**config.mk**
```make
export PLATFORM = sky130hd
export DESIGN_NAME = fpnew_sdotp_result_buffer
export DESIGN_NICKNAME = d
export VERILOG_FILES = /design/src/rtl/fpnew_sdotp_result_buffer.sv
export SDC_FILE = /design/constraint.sdc
export NUM_CORES = 1
export LEC_CHECK = 0
export ABC_CLOCK_PERIOD_IN_PS = 3650
export BUFFER_PORTS_ARGS = -buffer_cell sky130_fd_sc_hd__buf_2
export CAP_MARGIN = 0
export CORE_MARGIN = 8
export CORE_UTILIZATION = 65
export CTS_BUF_LIST = sky130_fd_sc_hd__clkbuf_2 sky130_fd_sc_hd__clkbuf_4 sky130_fd_sc_hd__clkbuf_8
export DETAILED_ROUTE_END_ITERATION = 6
export PLACE_DENSITY_LB_ADDON = 0.05
export SLEW_MARGIN = 0
export SYNTH_ARGS = -nofsm -noshare
export SYNTH_HDL_FRONTEND = slang
export SYNTH_SLANG_ARGS = --single-unit
```
**constraint.sdc**
```tcl
create_clock -name clk_i -period 3.65 [get_ports clk_i]
set_input_delay 0.1825 -clock clk_i [delete_from_list [all_inputs] [get_ports clk_i]]
set_output_delay 0.1825 -clock clk_i [all_outputs]
set_load 0.02 [all_outputs]
```
**src/rtl/fpnew_sdotp_result_buffer.sv**
```systemverilog
// Elastic output buffer behind the SDOTP lane wrapper, with sticky fflags of handed-out unmasked results.
// Optional combinational bypass when empty: FPNEW_SDOTP_RESBUF_FALLTHROUGH_EN.
module fpnew_sdotp_result_buffer #(
  parameter int unsigned LaneWidth = 64,
  parameter int unsigned Depth     = 4,
  parameter type         TagType   = logic,
  parameter type         AuxType   = logic
) (
  input  logic                       clk_i,
  input  logic                       rst_ni,
  input  logic                       flush_i,
  input  logic [LaneWidth-1:0]       in_result_i,
  input  logic [4:0]                 in_status_i,
  input  logic                       in_extension_bit_i,
  input  TagType                     in_tag_i,
  input  logic                       in_mask_i,
  input  AuxType                     in_aux_i,
  input  logic                       in_valid_i,
  output logic                       in_ready_o,
  output logic [LaneWidth-1:0]       out_result_o,
  output logic [4:0]                 out_status_o,
  output logic                       out_extension_bit_o,
  output TagType                     out_tag_o,
  output logic                       out_mask_o,
  output AuxType                     out_aux_o,
  output logic                       out_valid_o,
  input  logic                       out_ready_i,
  input  logic                       clear_status_i,
  output logic [4:0]                 status_acc_o,
  output logic [$clog2(Depth):0]     count_o,
  output logic                       busy_o,
  input  logic                       up_busy_i
);

  localparam int unsigned AddrW = $clog2(Depth);
  localparam int unsigned CntW  = AddrW + 1;

  typedef struct packed {
    logic [LaneWidth-1:0] result;
    logic [4:0]           status;
    logic                 ext;
    TagType               tag;
    logic                 mask;
    AuxType               aux;
  } entry_t;

  entry_t           mem_q [Depth];
  entry_t           in_entry;
  entry_t           head;
  logic [AddrW-1:0] rd_ptr_q, wr_ptr_q;
  logic [CntW-1:0]  count_q;
  logic [4:0]       status_acc_q;
  logic             empty, full, bypass;
  logic             push, pop, store, consume;

  always_comb begin
    in_entry        = '0;
    in_entry.result = in_result_i;
    in_entry.status = in_status_i;
    in_entry.ext    = in_extension_bit_i;
    in_entry.tag    = in_tag_i;
    in_entry.mask   = in_mask_i;
    in_entry.aux    = in_aux_i;
  end

  assign empty = (count_q == '0);
  assign full  = (count_q == CntW'(Depth));

`ifdef FPNEW_SDOTP_RESBUF_FALLTHROUGH_EN
  assign bypass = empty & in_valid_i;
`else
  assign bypass = 1'b0;
`endif

  // Ready looks only at occupancy and the consumer, never at in_valid_i.
  assign in_ready_o  = ~full | out_ready_i;
  assign out_valid_o = ~empty | bypass;
  assign head        = bypass ? in_entry : mem_q[rd_ptr_q];

  assign push    = in_valid_i & in_ready_o;
  assign pop     = out_valid_o & out_ready_i;
  // A bypassed beat that is taken immediately never occupies a slot.
  assign store   = push & ~(bypass & out_ready_i) & ~flush_i;
  assign consume = pop & ~bypass;

  always_ff @(posedge clk_i or negedge rst_ni) begin
    if (!rst_ni) begin
      for (int i = 0; i < int'(Depth); i++) mem_q[i] <= '0;
    end else if (store) begin
      mem_q[wr_ptr_q] <= in_entry;
    end
  end

  always_ff @(posedge clk_i or negedge rst_ni) begin
    if (!rst_ni) begin
      rd_ptr_q <= '0;
      wr_ptr_q <= '0;
      count_q  <= '0;
    end else if (flush_i) begin
      rd_ptr_q <= '0;
      wr_ptr_q <= '0;
      count_q  <= '0;
    end else begin
      if (store)   wr_ptr_q <= wr_ptr_q + AddrW'(1);
      if (consume) rd_ptr_q <= rd_ptr_q + AddrW'(1);
      case ({store, consume})
        2'b10:   count_q <= count_q + CntW'(1);
        2'b01:   count_q <= count_q - CntW'(1);
        default: count_q <= count_q;
      endcase
    end
  end

  // A clear coinciding with an unmasked pop keeps the popped flags.
  always_ff @(posedge clk_i or negedge rst_ni) begin
    if (!rst_ni) begin
      status_acc_q <= '0;
    end else if (pop && head.mask) begin
      status_acc_q <= clear_status_i ? head.status : (status_acc_q | head.status);
    end else if (clear_status_i) begin
      status_acc_q <= '0;
    end
  end

  assign out_result_o        = head.result;
  assign out_status_o        = head.status;
  assign out_extension_bit_o = head.ext;
  assign out_tag_o           = head.tag;
  assign out_mask_o          = head.mask;
  assign out_aux_o           = head.aux;
  assign status_acc_o        = status_acc_q;
  assign count_o             = count_q;
  assign busy_o              = ~empty | up_busy_i;

`ifndef SYNTHESIS
  count_in_range: assert property (@(posedge clk_i) disable iff (!rst_ni) count_q <= CntW'(Depth));
`endif

endmodule
```
**After elaboration in Yosys (flattened, before gate mapping)**

Cells that the tools add are included.

- Bits in registers: 304
- Bits of input ports: 80
- Output and inout port bits: 84
- Logic and storage cells: 71

- Add/sub/neg operators: 4
- Magnitude comparators: 3
- Equal/unequal tests: 3
- Muxes and demuxes: 15
- Bitwise logic cells: 11
- Reductions and logical operators: 7

Operators by type and width:

| kind | number |
|---|---|
| $bwmux W292 | 1 |
| $mux W73 | 3 |
| $bmux W73 S2 | 1 |
| $demux W73 S2 | 1 |
| $mux W5 | 3 |
| $mux W2 | 4 |
| $ge A3 B3 Y1 const B | 2 |
| $not A2 Y3 | 2 |
| $pmux W3 S2 | 1 |
| $reduce_bool A2 Y1 | 3 |
| $or A5 B5 Y5 | 1 |
| $add A2 B1 Y2 const B | 2 |
| $add A3 B1 Y3 const B | 1 |
| $and A1 B1 Y1 | 3 |
| $eq A3 B3 Y1 const B | 1 |
| $logic_not A3 Y1 | 1 |
| $lt A3 B1 Y1 const B | 1 |
| $mux W3 | 1 |
| $not A1 Y1 | 3 |
| $reduce_bool A3 Y1 | 1 |
| $sub A3 B1 Y3 const B | 1 |
| $eq A2 B1 Y1 const B | 1 |
| $eq A2 B2 Y1 const B | 1 |
| $logic_and A1 B1 Y1 | 2 |
| $or A1 B1 Y1 | 2 |

**Longest topological paths before layout**

- Depth after elaboration: 8
- Mapped depth: 7
- Mapped depth without buffers: 6

**Worst setup path before layout**

Ideal clock, no wire load.

- Path kind: reg2reg
- From: register count_q[1], in the netlist count_o[1]
- To: register count_q[2], in the netlist count_o[2]
- Arrival: 2.067 ns
- Required time: 3.525 ns
- Slack: 1.458 ns
- Stages on the path, launching flop included: 7
- Buffers on the path: 0
- Period minus slack after synthesis: 2.192 ns
- Cells stage by stage: dfrtp_1 -> o31ai_1 -> a21oi_1 -> fa_1 -> nor3_1 -> a31oi_1 -> mux2_2

- Cells in the longest elaborated chain, start to end: 8
- Elaborated cells between the ends (all ways): 15

Ends and longest elaborated chain:

| element | line | RTL |
|---|---|---|
| start, declared | 51 | `logic [CntW-1:0] count_q;` |
| start signal, assigned | 107 | `2'b10: count_q <= count_q + CntW'(1);` |
| start signal, assigned | 108 | `2'b01: count_q <= count_q - CntW'(1);` |
| start signal, assigned | 109 | `default: count_q <= count_q;` |
| $eq A3 B3 Y1 | 67 | `assign full = (count_q == CntW'(Depth));` |
| $not A1 Y1 | 76 | `assign in_ready_o = ~full \| out_ready_i;` |
| $or A1 B1 Y1 | 76 |  |
| $and A1 B1 Y1 | 80 | `assign push = in_valid_i & in_ready_o;` |
| $and A1 B1 Y1 | 83 | `assign store = push & ~(bypass & out_ready_i) & ~flush_i;` |
| $eq A2 B1 Y1 or $eq A2 B2 Y1 (tied branches) | 106 | `case ({store, consume})` |
| $pmux W3 S2 | 106 |  |
| $mux W3 | 99 | `end else if (flush_i) begin` |

Several ways; a longest one is shown, not always the timed one.
A chain may end at the register's enable or synchronous reset.

**Final worst setup path**

- From: register rd_ptr_q[0]
- To: output out_tag_o

- Cells in the longest elaborated chain, start to end: 4

Ends and longest elaborated chain:

| element | line | RTL |
|---|---|---|
| start, declared | 50 | `logic [AddrW-1:0] rd_ptr_q, wr_ptr_q;` |
| start signal, assigned | 105 | `if (consume) rd_ptr_q <= rd_ptr_q + AddrW'(1);` |
| $not A2 Y3 (implied by the code) | 78 | `assign head = bypass ? in_entry : mem_q[rd_ptr_q];` |
| $bmux W73 S2 | 78 |  |
| $mux W73 (implied by the code) (2 in a row) | 78 |  |
| end, declared | 23 | `output TagType out_tag_o,` |

Every way passes these cells. The select of a mux whose other input is x is not followed.

==> flow_metrics.env <==
export IMPL_status="completed"
export IMPL_yosysTopAreaCell="dfrtp_1"
export IMPL_wl_met3_um=1480
export IMPL_hold_violations=0
export IMPL_required_ps=3470
export IMPL_viasPerCell=5.76
export IMPL_coreArea_um2=22400
export IMPL_drt_pass1_iterations=6
export IMPL_slew_headroom_pct=47.5
export IMPL_synth_most_common_cell="dfrtp_1"
export IMPL_crit_fanout=38
export IMPL_vias=7816
export IMPL_cts_buffers=51
export IMPL_synthArstFlopShare_pct=100
export IMPL_syn_to_final_growth_pct=17.5
export IMPL_synth_compound_area_share_pct=0.401
export IMPL_route_detailed_drc=0
export IMPL_p_clk_share_pct=24.9
export IMPL_fin_setup_tns_ps=0
export IMPL_die_area_um2=27600
export IMPL_synth_cell_types=30
export IMPL_avgSynthCellArea_um2=18.9
export IMPL_synthAdderAreaFrac_pct=0.477
export IMPL_synth_top_area_share_pct=51.8
export IMPL_min_period_ps=2760
export IMPL_syn_inst=775
export IMPL_grt_pass1_vias=9232
export IMPL_min_period_over_period_pct=75.5
export IMPL_cts_setup_buffers=0
export IMPL_fin_worst_skew_ps=13.3
export IMPL_clk_path_buf_depth=3
export IMPL_hp_class="input port to flop"
export IMPL_rows=55
export IMPL_yosysSeqAreaShare_pct=51.8
export IMPL_dp_hpwl_um=19100
export IMPL_root_buffer="clkbuf_8"
export IMPL_p_leak_nw=8.72
export IMPL_cp_slowest_stage_delay_ps=800
export IMPL_postCtsHoldBufs=77
export IMPL_cp_cell_sequence="buf_12 > mux4_2 > buf_2"
export IMPL_portBuffers=163
export IMPL_insertion_delay_ps=560
export IMPL_dr_wl_met2_um=14900
export IMPL_drt_iter0_drc=417
export IMPL_yosysWarnings=0
export IMPL_clk_pin_slew_ps=60
export IMPL_initial_utilization_pct=65.4
export IMPL_synth_top_flop_cell="dfrtp_1"
export IMPL_slowest_stage="dfrtp_4"
export IMPL_p_sw_share_pct=29.1
export IMPL_pwr_share_seq_pct=42.3
export IMPL_r2r_slack_ps=1080
export IMPL_synth_commonest_cells="dfrtp_1, mux2_4, mux4_2"
export IMPL_cp_start_kind="flop"
export IMPL_power_density_nw_per_um2=723
export IMPL_arrival_ps=2570
export IMPL_postSynthNetCount=860
export IMPL_design_area_um2=17200
export IMPL_num_fill_cells=1268
export IMPL_cts_tree="done"
export IMPL_die_h_um=166
export IMPL_syn_cell_area_um2=14700
export IMPL_synth_simple_area_share_pct=1.47
export IMPL_drt_met1_wl_um=14000
export IMPL_wl_per_cell_um=22.8
export IMPL_crit_path_end_kind="output pin"
export IMPL_synthXorXnorAreaFrac_pct=0.239
export IMPL_clock_sinks=304
export IMPL_synthMuxAreaShare_pct=40.9
export IMPL_crit_type="flop to output pin"
export IMPL_synth_seq_cells=304
export IMPL_vdd_ir_drop_max_mv=0.417
export IMPL_synth_area_leaders="dfrtp_1, mux2_4, mux4_2"
export IMPL_grt_antenna_before_repair=2
export IMPL_grt_use_total_pct=22.9
export IMPL_p_int_w=0.00885
export IMPL_ctsResizeCount=0
export IMPL_final_max_slew_violation_count=0
export IMPL_h_tree_depth=2
export IMPL_routed_top_layer="met4"
export IMPL_rsz0062_at_grt="no"
export IMPL_fmaxAchievable_mhz=363
export IMPL_grt_max_degree=104
export IMPL_setup_viol=0
export IMPL_tightest_slew_ps=781
export IMPL_antenna_left=0
export IMPL_grt_ovfl_total=0
export IMPL_p_sw_w=0.00363
export IMPL_drive_above_1_share_pct=59.7
export IMPL_pin_count=164
export IMPL_maxCapViolCount=0
export IMPL_synth_edf_count=0
export IMPL_p_comb_share_pct=32.8
export IMPL_place_gp_congestion=0.779
export IMPL_nets=1123
export IMPL_synth_top_family_by_area="multiplexers"
export IMPL_postPlaceCellArea_um2=15400
export IMPL_grt_pass1_wl_um=51200
export IMPL_routed_wl_um=31000
export IMPL_die_w_um=166
==> logic make-up after synthesis <==
logic type                 count (synthesis)
DFF                                      304
adders and majority gates                  5
buffers and inverters                     54
muxes                                    367
AOI/OAI and AO/OA                         11
xor gates and xnor gates                   4
and+or+nand+nor                           30
==> cells in the final DEF (no fill, tap or decap), types with 3 or more instances in the layout <==
cell / Yosys / layout
mux2_4: 280 / 280
dfrtp_1: 304 / 302
o21ai_0: 5 / 5
buf_12: 29 / 6
mux2_2: 13 / 13
inv_1: 8 / 8
a21oi_1: 4 / 4
clkbuf_4: 0 / 14
dlygate4sd3_1: 0 / 77
ha_1: 4 / 4
buf_4: 0 / 10
xnor2_1: 3 / 3
nand2_1: 9 / 9
buf_2: 9 / 162
nand2_8: 4 / 4
mux4_2: 73 / 73
nor2_1: 6 / 6
clkbuf_8: 0 / 69
==> power by group through the flow <==
| stage | Sequential (W) | Combinational [W] | Clock [W] |
|---|---|---|---|
| after CTS | 0.00527 | 0.00414 | 0.00318 |
| final | 0.00527 | 0.00409 | 0.00311 |
| after floorplan | 0.00501 | 0.00325 | 0 |
| after detailed placement | 0.00530 | 0.00405 | 0 |
| after global routing | 0.00541 | 0.00434 | 0.00333 |
| after global placement | 0.00518 | 0.00394 | 0 |
==> area by class of cell <==
class                      instances  area (um^2)  share of cell area (%)
timing repair buffer             256         1790                    10.4
clock buffer                      83         1050                    6.12
multi-input combinational        417         6380                    37.0
antenna                            2         5.00                  0.0290
clock inverter                     2         10.0                  0.0580
sequential                       304         7610                    44.1
inverter                           8         30.0                   0.174
tap                              285          357                    2.07
==> worst max-delay path, delay by kind of cell, from the launching register on <==
family,cells,cell delay (ps)
buffers and inverters,2,570
flip-flops,1,800
multiplexers,1,600
==> stage by stage <==
step,hold WS (ps),cells,util [%],power (W),setup WS (ps)
after floorplan,-113,775,-,0.00826,1460
after global placement,248,1193,68.7,0.00912,1150
after detailed placement,280,1193,68.7,0.00935,1110
after CTS,69.9,1355,76.9,0.0126,813
after global routing,132,1357,76.9,0.0131,755
final,89.5,1357,76.9,0.0125,893
==> flip-flops by register name, indices dropped and copies added, names as in the netlist <==
register	cells
mem_q	292
status_acc_o	5
count_o	3
rd_ptr_q	2
wr_ptr_q	2
==> metal layers <==
layer	global-route usage, %	vias up
met3	4.54	46
met1	31.3	4171
li1	-	3399
met4	6.58	0
met2	36.9	200
met5	0	-
==> worst paths after layout <==
kind / startpoint / to / cells after the start
worst max register to register: count_o[1] / mem_q[256] / 5
min in group asynchronous: rst_ni / mem_q[131] / 2
worst min register to register: mem_q[2] / mem_q[2] / 1
worst max-delay path: rd_ptr_q[0] / out_tag_o / 3
worst min-delay path: out_ready_i / rd_ptr_q[1] / 4
max in group asynchronous: rst_ni / mem_q[132] / 3
Note: power is estimated with default switching activity, not from simulation.
